$ cat src/rtl/mux8_arbiter_if.sv
// Request/grant bundle between the eight requesters and the mux8 arbiter.
// master: requesters (drive req); slave: arbiter (drives gnt/sel/valid).
interface mux8_arbiter_if;
  logic [7:0] req;
  logic [7:0] gnt;
  logic [2:0] sel;
  logic       valid;

  modport master (
    output req,
    input  gnt,
    input  sel,
    input  valid
  );

  modport slave (
    input  req,
    output gnt,
    output sel,
    output valid
  );
endinterface

$ cat src/rtl/mux8_arbiter.sv
// Round-robin owner of an 8:1 mux select with a bounded hold tenure.
// Ports: clk, rst (async high), bus.req in; bus.gnt/sel/valid out (registered).
module mux8_arbiter #(
  parameter int unsigned MAX_HOLD = 4
) (
  input  logic           clk,
  input  logic           rst,
  mux8_arbiter_if.slave  bus
);

  localparam int CW = (MAX_HOLD > 2) ? $clog2(MAX_HOLD) : 1;
  localparam logic [CW-1:0] LIM = CW'(MAX_HOLD - 1);

  typedef enum logic {IDLE, BUSY} state_t;

  state_t        state_q, state_d;
  logic [2:0]    owner_q, owner_d;
  logic [2:0]    ptr_q, ptr_d;
  logic [CW-1:0] cnt_q, cnt_d;

  logic [7:0] others;
  logic       rel;

  function automatic logic [2:0] search(
    input logic [7:0] c,
    input logic [2:0] p
  );
    logic [2:0] r;
    logic [2:0] k;
    logic       hit;
    r   = p;
    hit = 1'b0;
    for (int i = 0; i < 8; i++) begin
      k = p + 3'(i);
      if (!hit && c[k]) begin
        r   = k;
        hit = 1'b1;
      end
    end
    return r;
  endfunction

  always_ff @(posedge clk or posedge rst) begin
    if (rst) begin
      state_q <= IDLE;
      owner_q <= '0;
      ptr_q   <= '0;
      cnt_q   <= '0;
    end else begin
      state_q <= state_d;
      owner_q <= owner_d;
      ptr_q   <= ptr_d;
      cnt_q   <= cnt_d;
    end
  end

  // Preemption only fires when the tenure is exhausted and someone else waits.
  assign others = bus.req & ~(8'd1 << owner_q);
  assign rel    = !bus.req[owner_q] || ((cnt_q == LIM) && (others != 8'd0));

  always_comb begin
    state_d = state_q;
    owner_d = owner_q;
    ptr_d   = ptr_q;
    cnt_d   = cnt_q;
    unique case (state_q)
      IDLE: begin
        if (bus.req != 8'd0) begin
          owner_d = search(bus.req, ptr_q);
          cnt_d   = '0;
          state_d = BUSY;
        end
      end
      BUSY: begin
        if (!rel) begin
          if (cnt_q != LIM) cnt_d = cnt_q + 1'b1;
        end else begin
          ptr_d = owner_q + 3'd1;
          cnt_d = '0;
          if (others != 8'd0) begin
            owner_d = search(others, owner_q + 3'd1);
          end else begin
            state_d = IDLE;
          end
        end
      end
      default: state_d = IDLE;
    endcase
  end

  // Outputs decode registers only, so no req->gnt path exists and
  // an async reset clears them at once. sel holds owner while idle.
  always_comb begin
    bus.valid = (state_q == BUSY);
    bus.gnt   = (state_q == BUSY) ? (8'd1 << owner_q) : 8'd0;
    bus.sel   = owner_q;
  end

endmodule

$ cat src/flat_wrapper.sv
// flat-port wrapper written by rule: the top's interface ports become plain ports
module mux8_arbiter_flat 
#(
  parameter int unsigned MAX_HOLD = 4
)
  (clk, rst, bus_req, bus_gnt, bus_sel, bus_valid);
  mux8_arbiter_if bus_i ();
  input  logic clk;
  input  logic rst;
  input wire logic [$bits(bus_i.req)-1:0] bus_req;
  output wire logic [$bits(bus_i.gnt)-1:0] bus_gnt;
  output wire logic [$bits(bus_i.sel)-1:0] bus_sel;
  output wire logic [$bits(bus_i.valid)-1:0] bus_valid;
  assign bus_i.req = bus_req;
  assign bus_gnt = bus_i.gnt;
  assign bus_sel = bus_i.sel;
  assign bus_valid = bus_i.valid;
  mux8_arbiter #(.MAX_HOLD(MAX_HOLD)) u_core (.clk(clk), .rst(rst), .bus(bus_i));
endmodule
$ cat config.mk
export PLATFORM = sky130hd
export DESIGN_NAME = mux8_arbiter_flat
export DESIGN_NICKNAME = d
export VERILOG_FILES = /design/src/rtl/mux8_arbiter_if.sv /design/src/rtl/mux8_arbiter.sv /design/src/flat_wrapper.sv
export SDC_FILE = /design/constraint.sdc
export NUM_CORES = 1
export LEC_CHECK = 0
export ABC_AREA = 1
export BUFFER_PORTS_ARGS = -buffer_cell sky130_fd_sc_hd__buf_2
export CORE_MARGIN = 4
export CORE_UTILIZATION = 65
export DETAILED_ROUTE_END_ITERATION = 10
export PLACE_DENSITY = 0.89
export SLEW_MARGIN = 10
export SYNTH_ARGS = -nofsm -noshare
export SYNTH_HDL_FRONTEND = slang
export SYNTH_SLANG_ARGS = --single-unit
export TNS_END_PERCENT = 20
$ cat constraint.sdc
create_clock -name clk -period 5.6 [get_ports clk]
set_input_delay 0.56 -clock clk [delete_from_list [all_inputs] [get_ports clk]]
set_output_delay 0.56 -clock clk [all_outputs]
set_load 0.01 [all_outputs]
### Yosys cells after proc, flatten, opt, wreduce, memory -nomap -nowiden

Cells that the tools add are included.

* output and inout bits: 12
* register bits after elaboration: 9

* reductions and logical operators: 36
* add/sub/neg operators: 16
* multiplexer cells: 110
* shift operators: 1
* eq/ne operators: 6
* bitwise operators: 3
* order comparisons: 17

Operators by type and width (count)
* 2-to-1 mux 1 bit: 69
* < comparator 3 x 4 -> 1 bit (second input constant): 17
* binary-select mux 1 bit (select 3 bit): 17
* 2-to-1 mux 3 bit: 17
* adder 3 bit (second input constant): 8
* nonzero test 8 bit: 2
* logical AND 1 bit: 15
* zero test 1 bit: 15
* adder 3 x 2 -> 3 bit (second input constant): 4
* adder 3 x 1 -> 3 bit (second input constant): 3
* AND 8 bit: 1
* 2-to-1 mux 8 bit: 1
* inverter 8 bit: 1
* left shift 1 x 3 -> 8 bit (first input constant): 1
* 2-to-1 mux 2 bit: 3
* != test 2 bit (second input constant): 3
* case mux 3 bit (2 select lines): 1
* case mux 2 bit (2 select lines): 1
* AND reduction 2 bit: 2
* != test 3 bit (second input constant): 1
* AND reduction 3 bit: 1
* adder 2 x 1 -> 2 bit (second input constant): 1
* == test 2 bit (second input constant): 1
* != test 2 x 1 -> 1 bit (second input constant): 1
* other kinds (3): 3

### Depth between registers and ports, before layout

Gate-level depths: netlist of the first run.

* depth in word-level cells: 51
* gate-level depth with buffers: 21

### Worst setup path before layout of the first run

No wires, ideal clock.

* path type: register to register
* start: reg u_core.owner_q[0] (netlist: u_core.bus.sel[0])
* end: reg u_core.owner_q[2] (netlist: u_core.bus.sel[2])
* clock period less this slack: 2623 ps
* buffers on the path: 2
* library setup time: 73 ps
* required time: 5527 ps
* stages on the path, launching flop included: 18
* arrival: 2550 ps
* setup slack: 2977 ps
* cell sequence: dfrtp_1 > buf_6 > inv_2 > buf_6 > ha_1 > inv_1 > nand2_1 > nand2_1 > nand3_1 > nand2_1 > nand2_1 > o21ai_2 > nor3b_4 > nand4_2 > or2_0 > nand3_1 > nand2_1 > a21oi_2

* cells in the longest elaborated chain, start to end: 51

RTL lines
* from (decl): RTL line mux8_arbiter.sv:17 `logic [2:0] owner_q, owner_d;`
* from (signal assigned): RTL line mux8_arbiter.sv:51 `owner_q <= owner_d;`
* branches (longest 51 deep; another with adder 3 x 1 -> 3 bit)

Several ways; the timed one is not identified. The select of a mux whose other input is x is not followed.
A chain may end at the register's enable or synchronous reset.

### Worst setup path in the final report of the first run

* start: reg u_core.owner_q[0] (netlist: u_core.bus.sel[0])
* end: reg u_core.owner_q[1] (netlist: u_core.bus.sel[1])

The elaborated chain is that of the path after synthesis.

==> metrics.log, run 1 <==
[metrics] status: finished, final reports clean
[metrics] estimated wirelength of the detail-placed design: 4480 µm
[metrics] Std-Cell Core Area: 0.00313 mm²
[metrics] Reg clk slew, reported paths: 80 ps
[metrics] drt via density: 5.78
[metrics] clock buffers created by TritonCTS: 3
[metrics] maximum frequency from static timing analysis: 290 MHz
[metrics] pin count of the biggest net entering global routing: 22
[metrics] net total in the final layout: 415
[metrics] area post-placement: 0.00225 mm²
[metrics] critical-path maximum fanout: 21
[metrics] area share of and/or/nand/nor cells after synthesis: 0.572
[metrics] number of synthesized register bits: 9
[metrics] max-cap violations: 0
[metrics] commonest cells in the synthesized netlist: 126 x nand2_1, 62 x nand3_1, 37 x inv_1, 24 x nor2_1
[metrics] row count: 20
[metrics] Hold WC Path Type: in -> async
[metrics] post-route ant nets: 0
[metrics] number of port buffers: 21
[metrics] largest area contributor in the netlist: nand2_1
[metrics] most numerous cell in the Yosys netlist: nand2_1
[metrics] wire length per cell after detailed routing: 13.0 µm
[metrics] Synth Area in Adders: 0.0631
[metrics] fill cell count: 282
[metrics] number of buffers between clock root and the deepest sink: 2
[metrics] count of hold-fix buffers inserted at cts: 0
[metrics] unrepaired setup endpoints after global routing: false
[metrics] share of the yosys chip area belonging to registers: 0.103
[metrics] ratio of final minimum period to clock period: 0.615
[metrics] Post-Layout Inst Area: 0.00228 mm²
[metrics] xor and xnor area share after synthesis: 0.0356
[metrics] gate count of the mapped netlist: 379
[metrics] clock sink count: 9
[metrics] Compound-Gate Fraction of Synth Area: 0.108
[metrics] number of setup violations in the final report: 0
[metrics] Synth Flop Type: dfrtp_1
[metrics] vias in the first global route: 2226
[metrics] effective utilization at floorplan: 0.697
[metrics] Die Ht: 65.9 µm
[metrics] Clock H-tree levels: 1
[metrics] antenna violations before repair: 0
[metrics] Crit. End Element: flop
[metrics] clock latency at the later pin of the worst-skew pair: 280 ps
[metrics] count of yosys warnings during synthesis: 0
[metrics] Post-CTS Setup Repair Bufs: 0
[metrics] total global-route track usage: 0.281
[metrics] unique cell type count in the Yosys netlist: 41
[metrics] final clock skew: 8.81 ps
[metrics] ys async rst share: 1.00
[metrics] fraction of final layout cells with drive strength greater than 1: 0.170
[metrics] final-report hold violation count: 0
[metrics] DRC violations left: 0
[metrics] worst endpoint required time: 5770 ps
[metrics] Final Max Slew Viols: 0
[metrics] total nets after synthesis: 400
[metrics] placer congestion estimate: 0.955
[metrics] P&R area growth vs syn: 4.42%
[metrics] post-layout minimum cycle time: 3440 ps
[metrics] number of enable-type register cells in the synthesized netlist: 0
[metrics] largest cells by area after synthesis: nand2_1 22%, nand3_1 14%, dfrtp_1 10%
[metrics] mean cell area of the mapped netlist: 5.75 µm²
[metrics] remaining global-route overflow: 0
[metrics] width of the die: 65.9 µm
[metrics] share of Yosys cell area claimed by the top area cell type: 0.217
[metrics] main combinational cell family by area after synthesis: simple AND/OR/NAND/NOR gates
[metrics] length in cells of the worst reg-to-reg path: 15
[metrics] Total Neg Setup Slack: 0 ps
[metrics] clock tree from TritonCTS: yes
[metrics] routed vias: 2524
[metrics] Max-Slew Margin vs Limit: 0.563
[metrics] crit path kind: reg -> reg
[metrics] type of element launching the critical path: flop
[metrics] cts repair resizes: 0
[metrics] total iterations of the first detailed-routing run: 6
[metrics] root buffer cell: clkbuf_4
[metrics] share of cell area taken by muxes after synthesis: 0
[metrics] Crit path arrival time: 3620 ps
[metrics] combined area of all synthesized cells: 0.00218 mm²
[metrics] Routed Wire Length: 5670 µm
[metrics] wire length of the first global-routing pass: 9830 µm
[metrics] Worst Max-Slew Pin Slew: 656 ps
[metrics] Die Outline Area: 0.00434 mm²
[metrics] initial detailed-routing violation count: 184
[metrics] antenna fix cells: 0
[metrics] I/O pins: 22
[cell families after synthesis]
family          Yosys count
simple gates            257
flops                     9
compound gates           39
xor+xnor                  8
buf+inv                  55
fa+ha+maj                11
[worst paths after layout]
kind	start	to	slack, ps
setup / recovery	u_core.bus.sel[0]	u_core.bus.sel[1]	2160
hold / removal	rst	u_core.bus.sel[0]	240
setup reg to reg	u_core.bus.sel[0]	u_core.bus.sel[1]	2160
hold reg to reg	u_core.cnt_q[0]	u_core.cnt_q[0]	490
max in group asynchronous	rst	u_core.ptr_q[0]	5080
min in group clk	u_core.cnt_q[0]	u_core.cnt_q[0]	490
[worst max-delay path, cell delays in order, from the launching register on]
cell	delay, ps
dfrtp_1	770
inv_2	270
ha_1	600
inv_1	180
nand2_1	90
nand2_1	150
nand3_1	150
nand2_1	70
o21ai_0	290
nand4_1	260
o21ai_0	220
inv_1	50
nand2_1	60
nand2_1	40
nand2_1	50
a21oi_1	60
[layout by cell type, fill, tap and decap left out, drive strengths merged]
master,count
a211oi,1
a21oi,12
a221oi,1
a22o,1
a31oi,2
buf,21
clkbuf,3
clkinv,1
dfrtp,9
ha,11
inv,44
nand2,144
nand3,69
nand3b,3
nand4,8
nor2,28
nor3,2
nor3b,1
nor4,1
o211ai,2
o21a,2
o21ai,17
o32ai,1
or2,1
xnor2,3
xor2,5
[layer usage]
| layer | vias up | track usage | part of all wire |
|---|---|---|---|
| met5 | - | 0 | 0 |
| met4 | 0 | 0.0596 | 0.020 |
| met3 | 15 | 0.0476 | 0.11 |
| met2 | 123 | 0.452 | 0.42 |
| met1 | 1117 | 0.391 | 0.45 |
| li1 | 1269 | - | - |
[per-stage QoR]
step	hold slack, ps	std cells	setup WS (ps)	util
after global placement	473	433	2380	0.719
final	240	437	2160	0.728
after global routing	269	437	1710	0.728
after floorplan	388	379	2980	-
after CTS	243	437	2250	0.728
after detailed placement	483	433	2270	0.719
[cell type report]
| class | instances | area, µm² | area share |
|---|---|---|---|
| Clock buffer | 3 | 22.5 | 0.00990 |
| Clock inverter | 1 | 5.00 | 0.00220 |
| Inverter | 44 | 165 | 0.0726 |
| Multi-Input combinational cell | 315 | 1700 | 0.746 |
| Sequential cell | 9 | 225 | 0.0990 |
| Tap cell | 44 | 55.1 | 0.0242 |
| Timing Repair Buffer | 21 | 105 | 0.0462 |
[sequential cells by signal (all words and copies together) (netlist names)]
| signal | count |
|---|---|
| u_core.cnt_q | 2 |
| u_core.ptr_q | 3 |
| u_core.bus.valid | 1 |
| u_core.bus.sel | 3 |
Power of run 1 is not shown: default switching activity piles up to over one toggle a cycle in this logic, so the estimate is an artifact.
==> run 2, diff against run 1 <==
--- a/config.mk
+++ b/config.mk
@@ -8,9 +8,9 @@
 export ABC_AREA = 1
 export BUFFER_PORTS_ARGS = -buffer_cell sky130_fd_sc_hd__buf_2
 export CORE_MARGIN = 4
-export CORE_UTILIZATION = 65
+export CORE_UTILIZATION = 61
 export DETAILED_ROUTE_END_ITERATION = 10
-export PLACE_DENSITY = 0.89
+export PLACE_DENSITY = 0.84
 export SLEW_MARGIN = 10
 export SYNTH_ARGS = -nofsm -noshare
 export SYNTH_HDL_FRONTEND = slang
==> constraint.sdc (replaced) <==
create_clock -name clk -period 3.54 [get_ports clk]
set_input_delay 0.354 -clock clk [delete_from_list [all_inputs] [get_ports clk]]
set_output_delay 0.354 -clock clk [all_outputs]
set_load 0.01 [all_outputs]
==> metrics.log, run 2 (same netlist as run 1, synthesis figures left out) <==
[metrics] routed vias: 2556 (+1.3%)
[metrics] total global-route track usage: 0.289 (+0.00741)
[metrics] clock latency at the later pin of the worst-skew pair: 280 ps (about the same)
[metrics] final-report hold violation count: 0 (unchanged)
[metrics] I/O pins: 22 (unchanged)
[metrics] placer congestion estimate: 1.00 (+4.8%)
[metrics] length in cells of the worst reg-to-reg path: 16 (+1)
[metrics] P&R area growth vs syn: 5.22%
[metrics] cts repair resizes: 0 (unchanged)
[metrics] vias in the first global route: 2299 (+3.3%)
[metrics] Reg2Reg Setup Slack: 420 ps (-1730 ps)
[metrics] Worst Max-Slew Pin Slew: 510 ps (-146 ps)
[metrics] Final Max Slew Viols: 0 (unchanged)
[metrics] type of element launching the critical path: flop
[metrics] number of setup violations in the final report: 0 (unchanged)
[metrics] width of the die: 67.8 µm (+2.8%)
[metrics] number of port buffers: 21 (unchanged)
[metrics] root buffer cell: clkbuf_4
[metrics] Reg clk slew, reported paths: 90 ps (about the same)
[metrics] number of buffers between clock root and the deepest sink: 2 (unchanged)
[metrics] DRC violations left: 0 (unchanged)
[metrics] biggest cell delay along the critical path: 550 ps (-220 ps)
[metrics] critical-path maximum fanout: 12 (-43%)
[metrics] Die Outline Area: 0.00459 mm² (+5.8%)
[metrics] fraction of final layout cells with drive strength greater than 1: 0.175 (+0.00420)
[metrics] sequence of cells on the critical path: inv_1 > ha_1 > inv_1 > nand2_1 > nand2_1 > nand3_1 > nand2_1 > nand2_1 > o21ai_2 > nor3b_4 > nand4_1 > inv_1 > nor2_1 > nand2_1 > nand2_1 > a21oi_1
[metrics] wire length of the first global-routing pass: 10300 µm (+4.6%)
[metrics] Routed Wire Length: 6080 µm (+7.2%)
[metrics] Crit. End Element: flop
[metrics] net total in the final layout: 417 (+0.48%)
[metrics] leading cell types in the layout, fill and taps excluded: 126 x nand2_1, 62 x nand3_1, 37 x inv_1, 24 x nor2_1, 21 x buf_2
[metrics] Total Neg Setup Slack: 0 ps (unchanged)
[metrics] Die Ht: 67.8 µm (+2.8%)
[metrics] fill cell count: 307 (+8.9%)
[metrics] maximum frequency from static timing analysis: 321 MHz (+10%)
[metrics] effective utilization at floorplan: 0.643 (-0.0538)
[metrics] count of hold-fix buffers inserted at cts: 0 (unchanged)
[metrics] most frequent standard cell in the layout excluding fill and tap cells: nand2_1
[metrics] ratio of final minimum period to clock period: 0.880 (+0.265)
[metrics] Max-Slew Margin vs Limit: 0.656 (+0.0938)
[metrics] uppermost layer routed: met4
[metrics] wire length per cell after detailed routing: 13.8 µm (+6.2%)
[metrics] Hold WC Path Type: in -> async
[metrics] initial detailed-routing violation count: 188 (+2.2%)
[metrics] post-layout minimum cycle time: 3120 ps (-327 ps)
[metrics] area occupied by multi-input gates: 0.00170 mm² (unchanged)
[metrics] pin count of the biggest net entering global routing: 17 (-23%)
[metrics] Post-CTS Setup Repair Bufs: 0 (unchanged)
[metrics] Crit path arrival time: 3330 ps (-290 ps)
[metrics] total iterations of the first detailed-routing run: 5 (-1)
[metrics] met3 wire length: 598 µm (+0.17%)
[metrics] first element of the critical path: u_core.bus.sel[1]
[metrics] row count: 21 (+5.0%)
[metrics] Crit-path slowest cell: dfrtp_1
[metrics] met2 layer wire length in the routed design: 2770 µm (+15%)
[metrics] estimated wirelength of the detail-placed design: 4820 µm (+7.5%)
[metrics] clock sink count: 9 (unchanged)
[metrics] critical path's most frequent cell: nand2_1
[metrics] antenna fix cells: 0 (unchanged)
[metrics] remaining global-route overflow: 0 (unchanged)
[metrics] end of the worst register-to-register path: u_core.bus.sel[1]
[metrics] Std-Cell Core Area: 0.00339 mm² (+8.4%)
[metrics] crit path kind: reg -> reg
[metrics] worst endpoint required time: 3750 ps (-2020 ps)
[metrics] unrepaired setup endpoints after global routing: false
[metrics] clock buffers created by TritonCTS: 3 (unchanged)
[metrics] routed metal-1 wirelength: 2570 µm (+0.63%)
[metrics] Clock H-tree levels: 1 (unchanged)
[metrics] antenna violations before repair: 0 (unchanged)
[metrics] final clock skew: 3.72 ps (-5.10 ps)
[metrics] startpoint of the most critical register-to-register path: u_core.bus.sel[1]
[metrics] max-cap violations: 0 (unchanged)
[metrics] drt via density: 5.80 (+0.35%)
[metrics] clock tree from TritonCTS: yes
[metrics] post-route ant nets: 0 (unchanged)
[metrics] status: finished, final reports clean
[metrics] FF/Latch Area: 225 µm² (unchanged)
-- run 2: cell types whose count changed in the layout (fill, tap and decap cells not counted), sizes merged --
cell,delta
buf,+2
-- run 2: through the flow --
step | cells | hold WS [ps] | worst slack, ps | util | cell area, µm²
6_report | 441 | 55.1 | 424 | 0.677 | 2290
4_1_cts | 441 | 57.2 | 511 | 0.677 | 2290
2_1_floorplan | 379 | 182 | 917 | - | 2180
5_1_grt | 441 | 79.8 | 152 | 0.677 | 2290
3_5_place_dp | 437 | 363 | 553 | 0.669 | 2270
3_3_place_gp | 437 | 348 | 645 | 0.669 | 2270
-- run 2: how the worst max path moves through the flow --
stage	end	slack, ps	cells after the start
floorplan	u_core.bus.sel[2]	920	17
CTS	u_core.bus.sel[2]	510	14
global placement	u_core.bus.sel[1]	640	15
detailed placement	u_core.bus.sel[2]	550	14
finish	u_core.bus.sel[1]	420	16
global route	u_core.bus.sel[1]	150	15
-- run 2: area by class of cell --
type,count,area share
multi-input cells,315,0.740
inverters,44,0.0720
repair buffers,23,0.0524
flip-flops and latches,9,0.0982
well taps,46,0.0251
clock inverters,1,0.00218
clock buffers,3,0.00982
-- run 2: per-layer routing --
layer	vias up	GRT usage
met1	1116	0.386
met2	148	0.475
met5	-	0
met3	22	0.0433
met4	0	0.0893
li1	1270	-
-- run 2: worst max-delay path, delay by kind of cell, from the launching register on --
kind            cells  cell delay, ps
compound gates      2             240
fa+ha+maj           1             460
buf+inv             3             520
flops               1             550
simple gates       10            1270
Power of run 2 is left out for the same reason.
==> run 3, diff against run 2 <==
--- a/config.mk
+++ b/config.mk
@@ -7,11 +7,10 @@
 export LEC_CHECK = 0
 export ABC_AREA = 1
 export BUFFER_PORTS_ARGS = -buffer_cell sky130_fd_sc_hd__buf_2
-export CORE_MARGIN = 4
 export CORE_UTILIZATION = 61
 export DETAILED_ROUTE_END_ITERATION = 10
+export MAX_ROUTING_LAYER = met4
 export PLACE_DENSITY = 0.84
-export SLEW_MARGIN = 10
 export SYNTH_ARGS = -nofsm -noshare
 export SYNTH_HDL_FRONTEND = slang
 export SYNTH_SLANG_ARGS = --single-unit
==> metrics.log, run 3 (same netlist as run 1, synthesis figures left out) <==
[metrics] status: finished, final reports clean
[metrics] layer with the highest usage: met2
[metrics] pin count of the biggest net entering global routing: 16 (-1)
[metrics] Crit path arrival time: 3330 ps (about the same)
[metrics] DP Cell Count: 437 (unchanged)
[metrics] Die Outline Area: 0.00382 mm² (-17%)
[metrics] clock latency at the later pin of the worst-skew pair: 280 ps (about the same)
[metrics] vias in the first global route: 2149 (-6.5%)
[metrics] total iterations of the first detailed-routing run: 5 (unchanged)
[metrics] Total Neg Setup Slack: 0 ps (unchanged)
[metrics] post-layout minimum cycle time: 3110 ps (-4.67 ps)
[metrics] Hold WC Path Type: in -> async
[metrics] Crit. End Element: flop
[metrics] worst endpoint required time: 3750 ps (about the same)
[metrics] cts repair resizes: 0 (unchanged)
[metrics] final-report hold violation count: 0 (unchanged)
[metrics] crit path kind: reg -> reg
[metrics] post-route ant nets: 0 (unchanged)
[metrics] GRT met2 Usage: 0.531 (+0.0564)
[metrics] routed vias: 2493 (-2.5%)
[metrics] drt via density: 5.65 (-2.5%)
[metrics] most frequent standard cell in the layout excluding fill and tap cells: nand2_1
[metrics] length in cells of the worst reg-to-reg path: 14 (-2)
[metrics] I/O pins: 22 (unchanged)
[metrics] antenna violations before repair: 0 (unchanged)
[metrics] wire length per cell after detailed routing: 13.3 µm (-3.7%)
[metrics] FF/Latch Area: 225 µm² (unchanged)
[metrics] Die Ht: 61.8 µm (-8.9%)
[metrics] Clock H-tree levels: 1 (unchanged)
[metrics] clock sink count: 9 (unchanged)
[metrics] number of setup violations in the final report: 0 (unchanged)
[metrics] Post-CTS Setup Repair Bufs: 0 (unchanged)
[metrics] Reg2Reg Setup Slack: 430 ps (about the same)
[metrics] wire length of the first global-routing pass: 9430 µm (-8.3%)
[metrics] placer congestion estimate: 0.955 (-4.7%)
[metrics] width of the die: 61.8 µm (-8.9%)
[metrics] Max-Slew Margin vs Limit: 0.683 (+0.0263)
[metrics] Final Max Slew Viols: 0 (unchanged)
[metrics] unrepaired setup endpoints after global routing: false
[metrics] Reg clk slew, reported paths: 80 ps (about the same)
[metrics] antenna fix cells: 0 (unchanged)
[metrics] Final Hold Slack: 36.2 ps (-18.9 ps)
[metrics] fill cell count: 327 (+6.5%)
[metrics] GR met3 Demand/Resource: 0.0455 (+0.00229)
[metrics] leading cell types in the layout, fill and taps excluded: 126 x nand2_1, 62 x nand3_1, 37 x inv_1, 24 x nor2_1, 21 x buf_2
[metrics] critical-path maximum fanout: 12 (unchanged)
[metrics] type of element launching the critical path: flop
[metrics] effective utilization at floorplan: 0.643 (unchanged)
[metrics] count of hold-fix buffers inserted at cts: 0 (unchanged)
[metrics] clock buffers created by TritonCTS: 3 (unchanged)
[metrics] Std-Cell Core Area: 0.00339 mm² (unchanged)
[metrics] final clock skew: 6.89 ps (+3.17 ps)
[metrics] clock tree from TritonCTS: yes
[metrics] DRC violations left: 0 (unchanged)
[metrics] startpoint of the most critical register-to-register path: u_core.bus.sel[1]
[metrics] ratio of final minimum period to clock period: 0.879 (-0.00132)
[metrics] end of the worst register-to-register path: u_core.bus.sel[2]
[metrics] final core utilization: 0.677 (unchanged)
[metrics] number of buffers between clock root and the deepest sink: 2 (unchanged)
[metrics] max-cap violations: 0 (unchanged)
[metrics] estimated wirelength of the detail-placed design: 4660 µm (-3.3%)
[metrics] initial detailed-routing violation count: 159 (-15%)
[metrics] Final Instance Count excl. Fillers: 441 (unchanged)
[metrics] remaining global-route overflow: 0 (unchanged)
[metrics] row count: 21 (unchanged)
[metrics] Routed Wire Length: 5850 µm (-3.7%)
[metrics] root buffer cell: clkbuf_4
[metrics] fraction of final layout cells with drive strength greater than 1: 0.175 (unchanged)
[metrics] net total in the final layout: 417 (unchanged)
[metrics] total global-route track usage: 0.341 (+0.0527)
[metrics] Worst Max-Slew Pin Slew: 471 ps (-39.1 ps)
[metrics] maximum frequency from static timing analysis: 321 MHz (+0.15%)
[metrics] M1 GR Usage: 0.460 (+0.0742)
[metrics] P&R area growth vs syn: 5.22% (unchanged)
[metrics] area occupied by multi-input gates: 0.00170 mm² (unchanged)
[metrics] number of port buffers: 21 (unchanged)
==> run 3: cell counts in the layout (fill, tap and decap cells not counted) <==
No cell type changed its count.
==> run 3: worst max path at each step <==
stage,start,endpoint,slack [ps],depth (start not counted)
floorplan,u_core.bus.sel[0],u_core.bus.sel[2],920,17
global placement,u_core.bus.sel[1],u_core.bus.sel[2],620,14
detailed placement,u_core.bus.sel[1],u_core.bus.sel[2],500,14
CTS,u_core.bus.sel[1],u_core.bus.sel[2],480,14
global route,u_core.bus.sel[1],u_core.bus.sel[2],140,16
finish,u_core.bus.sel[1],u_core.bus.sel[2],430,14
==> run 3: final cells by class <==
type,instances,area share
Timing Repair Buffer,23,0.0524
Tap cell,46,0.0251
Clock buffer,3,0.00982
Clock inverter,1,0.00218
Sequential cell,9,0.0982
Multi-Input combinational cell,315,0.740
Inverter,44,0.0720
==> run 3: stage by stage <==
step,worst slack (ps),instance area [µm²]
global placement,618,2270
CTS,485,2290
detailed placement,501,2270
floorplan,917,2180
finish,429,2290
global route,137,2290
==> run 3: metal layers <==
metal  up-vias  share of wire  wire length [µm]
met5         -              0                 0
met4         0          0.015                89
met3        12          0.093               546
met2       124           0.45              2650
met1      1084           0.44              2570
li1       1273              -                 -
==> run 3: worst max-delay path: stages (launching register included) <==
cell and delay (ps):
dfrtp_1 580, inv_1 160, ha_1 570, inv_1 190
nand2_1 90, nand2_1 150, nand2_1 110, nand2_1 80
o21ai_2 200, nor3b_4 270, nand4_2 150, or2_0 230
nand3_1 90, nand2_1 70, a21oi_2 120
Power of run 3 is left out for the same reason.
